===== config.mk =====
export PLATFORM = sky130hd
export DESIGN_NAME = ref_dac_scheduler
export DESIGN_NICKNAME = d
export VERILOG_FILES = /design/src/rtl/ref_dac_scheduler.sv
export SDC_FILE = /design/constraint.sdc
export NUM_CORES = 1
export LEC_CHECK = 0
export ABC_CLOCK_PERIOD_IN_PS = 2900
export BUFFER_PORTS_ARGS = -buffer_cell sky130_fd_sc_hd__buf_4
export CAP_MARGIN = 20
export CORE_MARGIN = 5
export CORE_UTILIZATION = 55
export DETAILED_ROUTE_END_ITERATION = 10
export GPL_TIMING_DRIVEN = 0
export PLACE_DENSITY_LB_ADDON = 0.1
export SETUP_SLACK_MARGIN = 0.15
export SYNTH_ARGS = -nofsm -noshare
export SYNTH_HDL_FRONTEND = slang
export SYNTH_SLANG_ARGS = --single-unit

===== constraint.sdc =====
create_clock -name clk -period 2.9 [get_ports clk]
set_clock_uncertainty 0.15 [all_clocks]
set_input_delay 0.145 -clock clk [delete_from_list [all_inputs] [get_ports clk]]
set_output_delay 0.145 -clock clk [all_outputs]
set_load 0.02 [all_outputs]

===== src/rtl/ref_dac_scheduler.sv =====
// Round-robin scheduler that serialises 16-bit words to three reference DACs
// over one shared SPI-style bus. Each channel has its own chip-select and MUX select.
module ref_dac_scheduler #(
  parameter int CLK_DIV = 5,
  parameter int GAP_CYC = 4
) (
  input  logic        clk,
  input  logic        rst_n,
  input  logic [2:0]  req,
  input  logic [15:0] data0,
  input  logic [15:0] data1,
  input  logic [15:0] data2,
  input  logic [2:0]  mux_in,
  output logic [2:0]  ack,
  output logic        done,
  output logic        busy,
  output logic        SDI_REF,
  output logic        CLK_REF,
  output logic        CS_REF1,
  output logic        CS_REF2,
  output logic        CS_REF3,
  output logic        MUX_REF1,
  output logic        MUX_REF2,
  output logic        MUX_REF3
);

  typedef enum logic [1:0] {IDLE, SHIFT, HOLD, GAP} state_t;

  localparam logic [7:0] HALF_LAST = 8'(CLK_DIV - 1);
  localparam logic [7:0] GAP_LAST  = 8'(GAP_CYC - 1);

  state_t      state, state_n;
  logic [1:0]  ptr, ptr_n;
  logic [15:0] sreg, sreg_n;
  logic [4:0]  bit_cnt, bit_cnt_n;
  logic [7:0]  hcnt, hcnt_n;
  logic [7:0]  gcnt, gcnt_n;
  logic [2:0]  ack_q, ack_n;
  logic        done_q, done_n;
  logic        busy_q, busy_n;
  logic        sdi_q, sdi_n;
  logic        sclk_q, sclk_n;
  logic [2:0]  cs_q, cs_n;
  logic [2:0]  mux_q, mux_n;

  logic        found;
  logic [1:0]  gnt;
  logic [1:0]  cand;
  logic [15:0] gnt_data;

  always_ff @(posedge clk or negedge rst_n) begin
    if (!rst_n) begin
      state   <= IDLE;
      ptr     <= '0;
      sreg    <= '0;
      bit_cnt <= '0;
      hcnt    <= '0;
      gcnt    <= '0;
      ack_q   <= '0;
      done_q  <= 1'b0;
      busy_q  <= 1'b0;
      sdi_q   <= 1'b0;
      sclk_q  <= 1'b0;
      cs_q    <= '1;
      mux_q   <= '0;
    end else begin
      state   <= state_n;
      ptr     <= ptr_n;
      sreg    <= sreg_n;
      bit_cnt <= bit_cnt_n;
      hcnt    <= hcnt_n;
      gcnt    <= gcnt_n;
      ack_q   <= ack_n;
      done_q  <= done_n;
      busy_q  <= busy_n;
      sdi_q   <= sdi_n;
      sclk_q  <= sclk_n;
      cs_q    <= cs_n;
      mux_q   <= mux_n;
    end
  end

  always_comb begin
    state_n   = state;
    ptr_n     = ptr;
    sreg_n    = sreg;
    bit_cnt_n = bit_cnt;
    hcnt_n    = hcnt;
    gcnt_n    = gcnt;
    ack_n     = '0;
    done_n    = 1'b0;
    busy_n    = busy_q;
    sdi_n     = sdi_q;
    sclk_n    = sclk_q;
    cs_n      = cs_q;
    mux_n     = mux_q;

    // Rotating priority: first requester at or after ptr wins.
    found = 1'b0;
    gnt   = '0;
    cand  = '0;
    for (int unsigned i = 0; i < 3; i++) begin
      cand = 2'((32'(ptr) + i) % 32'd3);
      if (!found && req[cand]) begin
        found = 1'b1;
        gnt   = cand;
      end
    end

    case (gnt)
      2'd0:    gnt_data = data0;
      2'd1:    gnt_data = data1;
      default: gnt_data = data2;
    endcase

    unique case (state)
      IDLE: begin
        if (found) begin
          sreg_n     = gnt_data;
          mux_n[gnt] = mux_in[gnt];
          ptr_n      = (gnt == 2'd2) ? 2'd0 : gnt + 2'd1;
          ack_n[gnt] = 1'b1;
          cs_n       = '1;
          cs_n[gnt]  = 1'b0;
          sdi_n      = gnt_data[15];
          sclk_n     = 1'b0;
          busy_n     = 1'b1;
          bit_cnt_n  = '0;
          hcnt_n     = '0;
          gcnt_n     = '0;
          state_n    = SHIFT;
        end
      end
      SHIFT: begin
        if (hcnt == HALF_LAST) begin
          hcnt_n = '0;
          if (!sclk_q) begin
            sclk_n = 1'b1;
          end else begin
            // Data only moves on the falling edge so it is stable at every DAC rising edge.
            sclk_n = 1'b0;
            if (bit_cnt == 5'd15) begin
              bit_cnt_n = '0;
              state_n   = HOLD;
            end else begin
              bit_cnt_n = bit_cnt + 5'd1;
              sreg_n    = {sreg[14:0], 1'b0};
              sdi_n     = sreg[14];
            end
          end
        end else begin
          hcnt_n = hcnt + 8'd1;
        end
      end
      HOLD: begin
        if (hcnt == HALF_LAST) begin
          hcnt_n  = '0;
          cs_n    = '1;
          done_n  = 1'b1;
          sdi_n   = 1'b0;
          gcnt_n  = '0;
          state_n = GAP;
        end else begin
          hcnt_n = hcnt + 8'd1;
        end
      end
      GAP: begin
        if (gcnt == GAP_LAST) begin
          gcnt_n  = '0;
          busy_n  = 1'b0;
          state_n = IDLE;
        end else begin
          gcnt_n = gcnt + 8'd1;
        end
      end
      default: state_n = IDLE;
    endcase
  end

  assign ack      = ack_q;
  assign done     = done_q;
  assign busy     = busy_q;
  assign SDI_REF  = sdi_q;
  assign CLK_REF  = sclk_q;
  assign CS_REF1  = cs_q[0];
  assign CS_REF2  = cs_q[1];
  assign CS_REF3  = cs_q[2];
  assign MUX_REF1 = mux_q[0];
  assign MUX_REF2 = mux_q[1];
  assign MUX_REF3 = mux_q[2];

endmodule


=== After elaboration in Yosys (flattened, before gate mapping) ===
Index checks and enable logic that the tools add are counted.

* Input port bits: 56
* Register bits after elaboration: 53
* Output and inout bits: 13
* Word-level logic and storage cells: 129

* Mux-type cells: 62
* Reduce and logical (&&, ||, !) cells: 24
* $add $sub $neg: 6
* Divide/modulo/power cells: 3
* Equality and inequality tests: 15
* Bitwise logic cells: 1
* Order comparisons: 5

{| class="wikitable"
|+ Operator list
! kind !! number
|-
| modulo 32 x 2 -> 32 bit (second input constant) || 2
|-
| 2-to-1 mux 15 bit || 4
|-
| modulo 2 x 2 -> 32 bit (second input constant) || 1
|-
| 2-to-1 mux 8 bit || 4
|-
| one-hot mux 16 bit (2 select lines) || 1
|-
| one-hot mux 15 bit (2 select lines) || 1
|-
| one-hot mux 8 bit (3 select lines) || 1
|-
| 2-to-1 mux 1 bit || 20
|-
| 2-to-1 mux 2 bit || 10
|-
| 2-to-1 mux 5 bit || 4
|-
| adder 8 x 1 -> 8 bit (second input constant) || 2
|-
| one-hot mux 8 bit (2 select lines) || 1
|-
| != test 2 bit (second input constant) || 7
|-
| < comparator 2 x 3 -> 1 bit (second input constant) || 4
|-
| 2-to-1 mux 3 bit || 4
|-
| AND reduction 3 bit || 4
|-
| AND reduction 6 bit || 2
|-
| one-hot mux 5 bit (2 select lines) || 1
|-
| binary-select mux 1 bit (select 2 bit) || 4
|-
| == test 8 x 2 -> 1 bit (second input constant) || 1
|-
| == test 8 x 3 -> 1 bit (second input constant) || 1
|-
| one-hot mux 2 bit (4 select lines) || 1
|-
| nonzero test 2 bit || 4
|-
| == test 2 bit (second input constant) || 3
|-
| 21 further kinds || 29
|}

=== Depth between registers and ports, before layout ===
Gate-level depths: netlist of run 1.

* Depth in word-level cells: 17
* Depth in mapped cells: 11
* Gate-level depth less buffers: 8

=== Worst setup path before layout of run 1 ===
Ideal clock, no wire load.

* Path kind: flip-flop to flip-flop
* Start point: register ptr[0]
* End point: register sreg[10]
* Period minus slack after synthesis: 2,663 ps
* Arrival: 2,388 ps
* Setup time: 126 ps
* Path slack: 237 ps
* Cell stages (with the launch flop): 11
* Buffers on the path: 2
* Required time: 2,624 ps
* Path through: dfrtp_1 > inv_1 > ha_1 > buf_2 > a22o_1 > a22o_1 > o2111ai_2 > a21oi_2 > buf_2 > a221o_1 > a221o_1

* Word-level cells in the longest chain between the ends: 14
* Elaborated cells between the ends (all ways): 28
* Classes of those cells: add/sub: 2; div: 3; eq/ne: 2; mux: 15; reduce/logical: 6

{| class="wikitable"
|+ RTL lines
! item !! line !! source
|-
| start, declared || 33 || <nowiki>logic [1:0] ptr, ptr_n;</nowiki>
|-
| start signal, assigned || 68 || <nowiki>ptr <= ptr_n;</nowiki>
|-
| branches (longest 14 deep; another with modulo 32 x 2 -> 32 bit) || -- ||
|-
| end signal, assigned || 69 || <nowiki>sreg <= sreg_n;</nowiki>
|-
| end, declared || 34 || <nowiki>logic [15:0] sreg, sreg_n;</nowiki>
|}

Several ways; the timed one is not identified. The select of a mux whose other input is x is not followed.
A chain may end at the register's enable or synchronous reset.

=== Worst setup path in the final report of run 1 ===
* Start point: register ptr[1]
* End point: register mux_q[0]

* Word-level cells in the longest chain between the ends: 15
* Elaborated cells between the ends (all ways): 30
* Classes of those cells: add/sub: 2; div: 3; order compare: 2; mux: 17; reduce/logical: 6

{| class="wikitable"
|+ RTL lines
! item !! line !! source
|-
| branches (longest 15 deep; another with modulo 32 x 2 -> 32 bit) || -- ||
|-
| end signal, assigned || 79 || <nowiki>mux_q <= mux_n;</nowiki>
|-
| end, declared || 44 || <nowiki>logic [2:0] mux_q, mux_n;</nowiki>
|}

Several ways; the timed one is not identified. The select of a mux whose other input is x is not followed.

==> results by group, run 1 <==
Outcome
  • Outcome: complete, but fails checks
  • Failing checks: hold timing

Floorplanning
  • Die span in y: 88.03 um
  • Die ar.: 7748 sq um
  • Row count: 28
  • Ports: 69
  • Initial Utilization: 56.55%
  • Core ar.: 5921 sq um
  • Die width: 88.03 um

Placement
  • Routability cong.: 0.8764
  • Port buffer count: 67
  • Placed Area: 3945 sq um
  • Estimated wirelength of the detail-placed design: 6.291 mm

Global routing
  • Total Routing Usage GR: 24.48%
  • GRT overflow: 0
  • Pin count of the biggest net entering global routing: 54
  • First-pass GRT wire length: 15.18 mm
  • Initial antenna violation count: 0
  • Vias in the first global route: 3,235

Logic synthesis
  • Count of different cell masters after synthesis: 68
  • Avg Inst Size Synth: 9.539 sq um
  • Gate Count Post-Synth: 351
  • Top post-synthesis cells by area: dfrtp_1 37%, a221o_1 8.4%, ha_1 4.5%
  • Syn_nets: 419
  • EDFF count, synth: 0
  • Synth Flop Type: dfrtp_1
  • Largest area contributor in the netlist: dfrtp_1
  • Synth top area share: 37.37%
  • Synth warn: 0
  • Fraction of registers with async set/reset: 100.0%
  • Synth Register Bits: 53
  • Register area share after synthesis: 39.72%
  • Post-synthesis cell area: 3348 sq um

STA
  • Final Hold Fails: 2
  • Fmax: 0.3498 GHz
  • Final setup fails: 0
  • Max Slew Vio Count: 0
  • Min cycle time layout: 2.859 ns
  • Period utilisation layout: 98.58%
  • Worst slew margin: 54.26%
  • Worst hold slack: -0.002188 ns
  • Unrepaired setup endpoints after global routing: yes
  • Worst-margin pin slew: 0.6860 ns

Hold path
  • Hold Path End: sreg[7]
  • Worst Hold Depth: 3
  • Worst min-delay path category: input port to flip-flop
  • Hold path start: data2[7]

Clock network
  • Clock Latency Late Sink: 0.31 ns
  • Num CTS Buffers: 5
  • CTS Buffer Depth: 2
  • CTS tree: done
  • H-Tree Depth: 2
  • Clock root cell: clkbuf_8
  • CTS clk-pin slew, worst paths: 0.10 ns
  • Sink Count: 53

Finish
  • Finished Core Util: 79.06%
  • Antenna diodes: 0
  • Layout cells sized above 1: 33.05%
  • Nets@finish: 539
  • Layout area overhead: 39.80%
  • Cell area after layout: 4681 sq um
  • Fillers: 348
  • Leading cell types in the layout, fill and taps excluded: 88 x buf_4, 48 x dfrtp_1, 28 x a221o_1
  • Commonest non-fill, non-tap cell in the layout: buf_4

Setup path
  • Crit Reg-Reg Endpoint: mux_q[0]
  • FF-to-FF setup slack: 0.04 ns
  • Critical R2R Launch: ptr[1]
  • Crit path DAT: 2.91 ns
  • Critical Path, Cell by Cell: inv_2 -> ha_4 -> buf_6 -> mux2_4 -> a222oi_1 -> buf_4 -> nand3_4 -> and2_4 -> mux2_4 -> mux2_4
  • Slowest cell on the critical path: dfrtp_2
  • Startpoint Class: flip-flop
  • CP Class: flip-flop to flip-flop
  • Crit path capture type: flip-flop
  • R2r worst-path depth: 10
  • Worst-path maximum fanout: 8
  • Worst EP required: 2.95 ns
  • Max stage delay on crit path: 0.47 ns
  • Most frequent CP cell: mux2_4

Route
  • DRC: 0
  • Vias per cell: 6.229
  • Vias after detailed routing: 3,407
  • Antenna Nets Post-Route: 0
  • DRT Pass-1 Iters: 6
  • Initial DRC Count: 264
  • Total length of routed wires: 10.48 mm
  • WL/cell: 19.16 um

Power and ir drop
  • Switch share: 44.74%
  • Total chip power: 4981 uW
  • Combinational Power Share: 64.7%
  • Power share of the clock group: 10.9%
  • Net Sw Power: 2228 uW
  • Seq pwr share: 24.3%
  • LEAKAGE: 0.002140 uW
  • Worst vdd ir: 1.020 mV
  • Internal power: 2752 uW
  • Pwr dens: 1064 nW/um^2

Flow run
  • Max-cap violations: 0
[power groups by stage]
stage / registers [uW] / clock network [uW] / logic [uW]
3_5_place_dp: 1190 / 0 / 2470
6_report: 1210 / 543 / 3220
2_1_floorplan: 1230 / 0 / 1760
4_1_cts: 1180 / 534 / 2660
3_3_place_gp: 1180 / 0 / 2410
5_1_grt: 1240 / 570 / 3480
[synthesized netlist by cell type (5+ instances only)]
| cell type | instances |
|---|---|
| clkbuf_1 | 7 |
| and3_1 | 8 |
| dfrtp_1 | 50 |
| a21oi_1 | 17 |
| o21ai_0 | 27 |
| inv_1 | 20 |
| ha_1 | 12 |
| nand2b_1 | 9 |
| nand2_1 | 24 |
| nor2b_1 | 24 |
| nor3_1 | 5 |
| nand3_1 | 14 |
| a221o_1 | 28 |
| nor2_1 | 15 |
| a31oi_1 | 7 |
| buf_2 | 5 |
[cell families after synthesis]
| kind of cell | share of synthesized area, % |
|---|---|
| flip-flops | 39.72 |
| XOR/XNOR | 0.2616 |
| multiplexers | 3.774 |
| adder cells (fa/ha/maj) | 4.484 |
| buffers and inverters | 4.671 |
| AND/OR/NAND/NOR | 19.99 |
| AO/OA/AOI/OAI | 27.09 |
[how the worst max path moves through the flow]
| stage | startpoint | end | slack (ns) | cells past startpoint |
|---|---|---|---|---|
| floorplan | ptr[0] | sreg[10] | 0.24 | 10 |
| global route | state[1] | sreg[3] | 0.01 | 7 |
| finish | ptr[1] | mux_q[0] | 0.04 | 10 |
| detailed placement | ptr[1] | sreg[11] | -0.16 | 9 |
| global placement | ptr[0] | sreg[8] | -0.10 | 10 |
| CTS | ptr[0] | sreg[11] | 0.10 | 10 |
[repair_timing]
action                                  CTS  global route
setup buffers                             6            16
pin swaps                                 5            14
gates cloned                              0             3
endpoints found under the setup margin   16            38
hold buffers                             21             0
gates resized for setup                  18            44
endpoints found under the hold margin    67             0
[registers in the layout (all words and copies together), names as in the netlist]
signal   count
state        2
bit_cnt      5
busy         1
CLK_REF      1
ack          3
mux_q        3
ptr          2
hcnt         8
done         1
gcnt         8
SDI_REF      1
sreg        15
cs_q         3
[cell type report]
type | count | area (sq um) | area share, %
clock inverter | 1 | 30.03 | 0.6415
tap | 75 | 93.84 | 2.005
multi-input combinational | 263 | 2032 | 43.41
timing repair buffer | 113 | 919.6 | 19.65
buffer | 15 | 111.4 | 2.379
sequential | 53 | 1333 | 28.47
clock buffer | 7 | 86.33 | 1.844
inverter | 20 | 75.07 | 1.604
[layer usage]
| layer | GRT usage, % | part of all wire (%) | wire length, um |
|---|---|---|---|
| met5 | 0 | 0 | 0 |
| met4 | 6.181 | 3.6 | 380 |
| met1 | 33.47 | 41 | 4345 |
| met2 | 41.03 | 50 | 5196 |
| met3 | 3.575 | 5.3 | 558 |
[stage by stage]
step	worst slack [ns]	setup TNS, ns	std cells	hold slack (ns)
floorplan	0.2365	0	351	-0.3006
global placement	-0.1014	-0.8289	493	0.07686
detailed placement	-0.1584	-1.291	493	0.07850
CTS	0.1022	0	528	0.0007742
global route	0.01072	0	547	0.008652
finish	0.04110	0	547	-0.002188
[worst max-delay path, delay by kind of cell, from the launching register on]
kind | cells | cell delay [ns]
DFF | 1 | 0.47
AOI/OAI and AO/OA | 1 | 0.33
adders and majority gates | 1 | 0.14
muxes | 3 | 0.88
buffers and inverters | 3 | 0.45
and+or+nand+nor | 2 | 0.34
Note: power is estimated with default switching activity, not from simulation.
==> run 2: changes to the inputs <==
Settings changed: CORE_UTILIZATION 55 to 57, CTS_BUF_LIST from default to sky130_fd_sc_hd__clkbuf_4.
==> results by group, run 2 (same netlist as run 1, synthesis figures left out) <==
Flow run
  • Max-cap violations: 0 (unchanged)

Clock network
  • Clock Latency Late Sink: 0.39 ns (+0.08 ns)
  • Num CTS Buffers: 5 (unchanged)
  • Clock root cell: clkbuf_4
  • CTS clk-pin slew, worst paths: 0.17 ns (+0.07 ns)
  • Sink Count: 53 (unchanged)
  • H-Tree Depth: 2 (unchanged)
  • CTS tree: done
  • CTS Buffer Depth: 2 (unchanged)

STA
  • Worst Setup Slack, final: -0.01825 ns (-0.05935 ns)
  • Fmax: 0.3427 GHz (-2.0%)
  • Worst slew margin: 47.45% (-6.8 points)
  • Final Hold Fails: 0 (-2)
  • Worst-margin pin slew: 0.7835 ns (+0.09749 ns)
  • Min cycle time layout: 2.918 ns (+0.05935 ns)
  • Final setup fails: 3 (+3)
  • Unrepaired setup endpoints after global routing: yes
  • Max Slew Vio Count: 0 (unchanged)
  • Period utilisation layout: 100.6% (+2.0 points)

Setup path
  • Startpoint Class: flip-flop
  • CP Class: flip-flop to flip-flop
  • Crit Reg-Reg Endpoint: sreg[3]
  • Crit path capture type: flip-flop
  • R2r worst-path depth: 12 (+2)
  • Worst-path maximum fanout: 8 (unchanged)
  • Worst EP required: 3.02 ns (+0.07 ns)
  • Critical R2R Launch: ptr[0]
  • FF-to-FF setup slack: -0.02 ns (-0.06 ns)
  • Crit path DAT: 3.04 ns (+0.13 ns)

Global routing
  • Pin count of the biggest net entering global routing: 54 (unchanged)
  • GRT overflow: 0 (unchanged)
  • Vias in the first global route: 3,828 (+18%)
  • Total Routing Usage GR: 30.94% (+6.5 points)
  • Initial antenna violation count: 1 (+1)
  • First-pass GRT wire length: 18.47 mm (+22%)

Route
  • Initial DRC Count: 420 (+59%)
  • WL/cell: 22.32 um (+16%)
  • DRT Pass-1 Iters: 5 (-1)
  • Antenna Nets Post-Route: 0 (unchanged)
  • DRC: 0 (unchanged)
  • Vias per cell: 6.695 (+7.5%)
  • Vias after detailed routing: 3,843 (+13%)
  • Total length of routed wires: 12.81 mm (+22%)

Power and ir drop
  • Worst vdd ir: 1.052 mV (+3.1%)
  • Pwr dens: 1009 nW/um^2 (-5.2%)
  • Total chip power: 4917 uW (-1.3%)
  • LEAKAGE: 0.002232 uW (+4.3%)

Placement
  • Estimated wirelength of the detail-placed design: 6.263 mm (-0.45%)
  • Routability cong.: 0.8567 (-2.2%)
  • Setup WS pre-CTS: -0.1127 ns (+0.04564 ns)
  • Port buffer count: 67 (unchanged)

Finish
  • Commonest non-fill, non-tap cell in the layout: buf_4
  • Layout cells sized above 1: 30.72% (-2.3 points)
  • Register area: 1330 sq um (-0.19%)
  • Area occupied by multi-input gates: 2018 sq um (-0.68%)
  • Top reg by flops: sreg
  • Nets@finish: 565 (+4.8%)
  • Largest regs: sreg x15, gcnt x8, hcnt x8
  • Leading cell types in the layout, fill and taps excluded: 88 x buf_4, 50 x dfrtp_1, 49 x dlygate4sd3_1
  • Layout area overhead: 45.59%
  • Finished Core Util: 83.82% (+4.8 points)
  • Fillers: 304 (-13%)
  • Max FFs per register: 15 (unchanged)

Floorplanning
  • Die ar.: 7506 sq um (-3.1%)
  • Core ar.: 5816 sq um (-1.8%)
  • Row count: 28 (unchanged)
  • Initial Utilization: 57.57% (+1.0 points)
  • Die span in y: 86.64 um (-1.6%)
  • Ports: 69 (unchanged)
  • Die width: 86.64 um (-1.6%)

Hold path
  • Worst min-delay path category: input port to flip-flop
  • Hold path start: data1[0]
  • Hold Path End: sreg[0]
  • Worst Hold Depth: 3 (unchanged)

Outcome
  • Outcome: complete, but fails checks
  • Failing checks: setup timing
run 2: changes by cell type in the layout (fill, tap and decap cells not counted), sizes merged:
cell and delta:
bufinv -1, dlygate4sd3 +28, clkbuf -1, diode +1
clkinv +2, buf -2
run 2: metal layers:
layer / global-route usage (%) / part of all wire, % / vias up
met1: 38.63 / 37 / 1835
met5: 0 / 0 / -
li1: - / - / 1623
met3: 4.658 / 9.2 / 79
met4: 12.18 / 5.1 / 0
met2: 53.62 / 49 / 306
run 2: final cells by class:
| type | instances | share of cell area, % |
|---|---|---|
| Clock buffer | 6 | 0.9240 |
| Buffer | 15 | 2.464 |
| Timing Repair Buffer | 139 | 24.15 |
| Inverter | 20 | 1.591 |
| Multi-Input combinational cell | 263 | 41.40 |
| Clock inverter | 2 | 0.2053 |
| Tap cell | 75 | 1.925 |
| Antenna cell | 1 | 0.05133 |
| Sequential cell | 53 | 27.28 |
run 2: what timing repair did:
action / in CTS / in global routing
pin swaps: 6 / 13
setup endpoints to repair: 22 / 37
hold buffers: 49 / 0
endpoints found under the hold margin: 69 / 0
buffers inserted: 14 / 7
cloned: 1 / 1
resized for setup: 24 / 37
run 2: where the power goes:
group / switching, uW / total, uW / internal [uW] / leakage, uW
logic: 1880 / 3330 / 1450 / 0.00151
clock network: 260 / 363 / 103 / 0.0000354
registers: 226 / 1230 / 999 / 0.000687
total: 2370 / 4920 / 2550 / 0.00223
run 2: how the worst max path moves through the flow:
stage	slack, ns	cells after the start	endpoint	start
after global placement	-0.1	10	sreg[7]	ptr[0]
final	-0.02	12	sreg[3]	ptr[0]
after global routing	-0.08	12	sreg[8]	ptr[1]
after detailed placement	-0.11	10	sreg[7]	ptr[0]
after CTS	0.13	10	sreg[7]	ptr[0]
after floorplan	0.24	10	sreg[10]	ptr[0]
run 2: metrics by stage:
| stage | hold WS [ns] | instances | TNS (ns) | cell area (sq um) |
|---|---|---|---|---|
| final | 0.07173 | 574 | -0.02876 | 4875 |
| after global routing | 0.05503 | 574 | -0.3474 | 4875 |
| after CTS | 0.01509 | 565 | 0 | 4702 |
| after detailed placement | 0.07404 | 493 | -1.020 | 3945 |
| after global placement | 0.07310 | 493 | -0.6966 | 3945 |
| after floorplan | -0.3006 | 351 | 0 | 3348 |
run 2: critical path: stages (launching register included):
cell and delay (ns):
dfrtp_1 0.46, inv_2 0.06, ha_2 0.32, buf_6 0.12
a22o_1 0.18, a222oi_1 0.08, buf_4 0.20, buf_4 0.15
a32oi_4 0.25, buf_4 0.18, nor2b_1 0.06, a221o_1 0.29
a221o_1 0.30
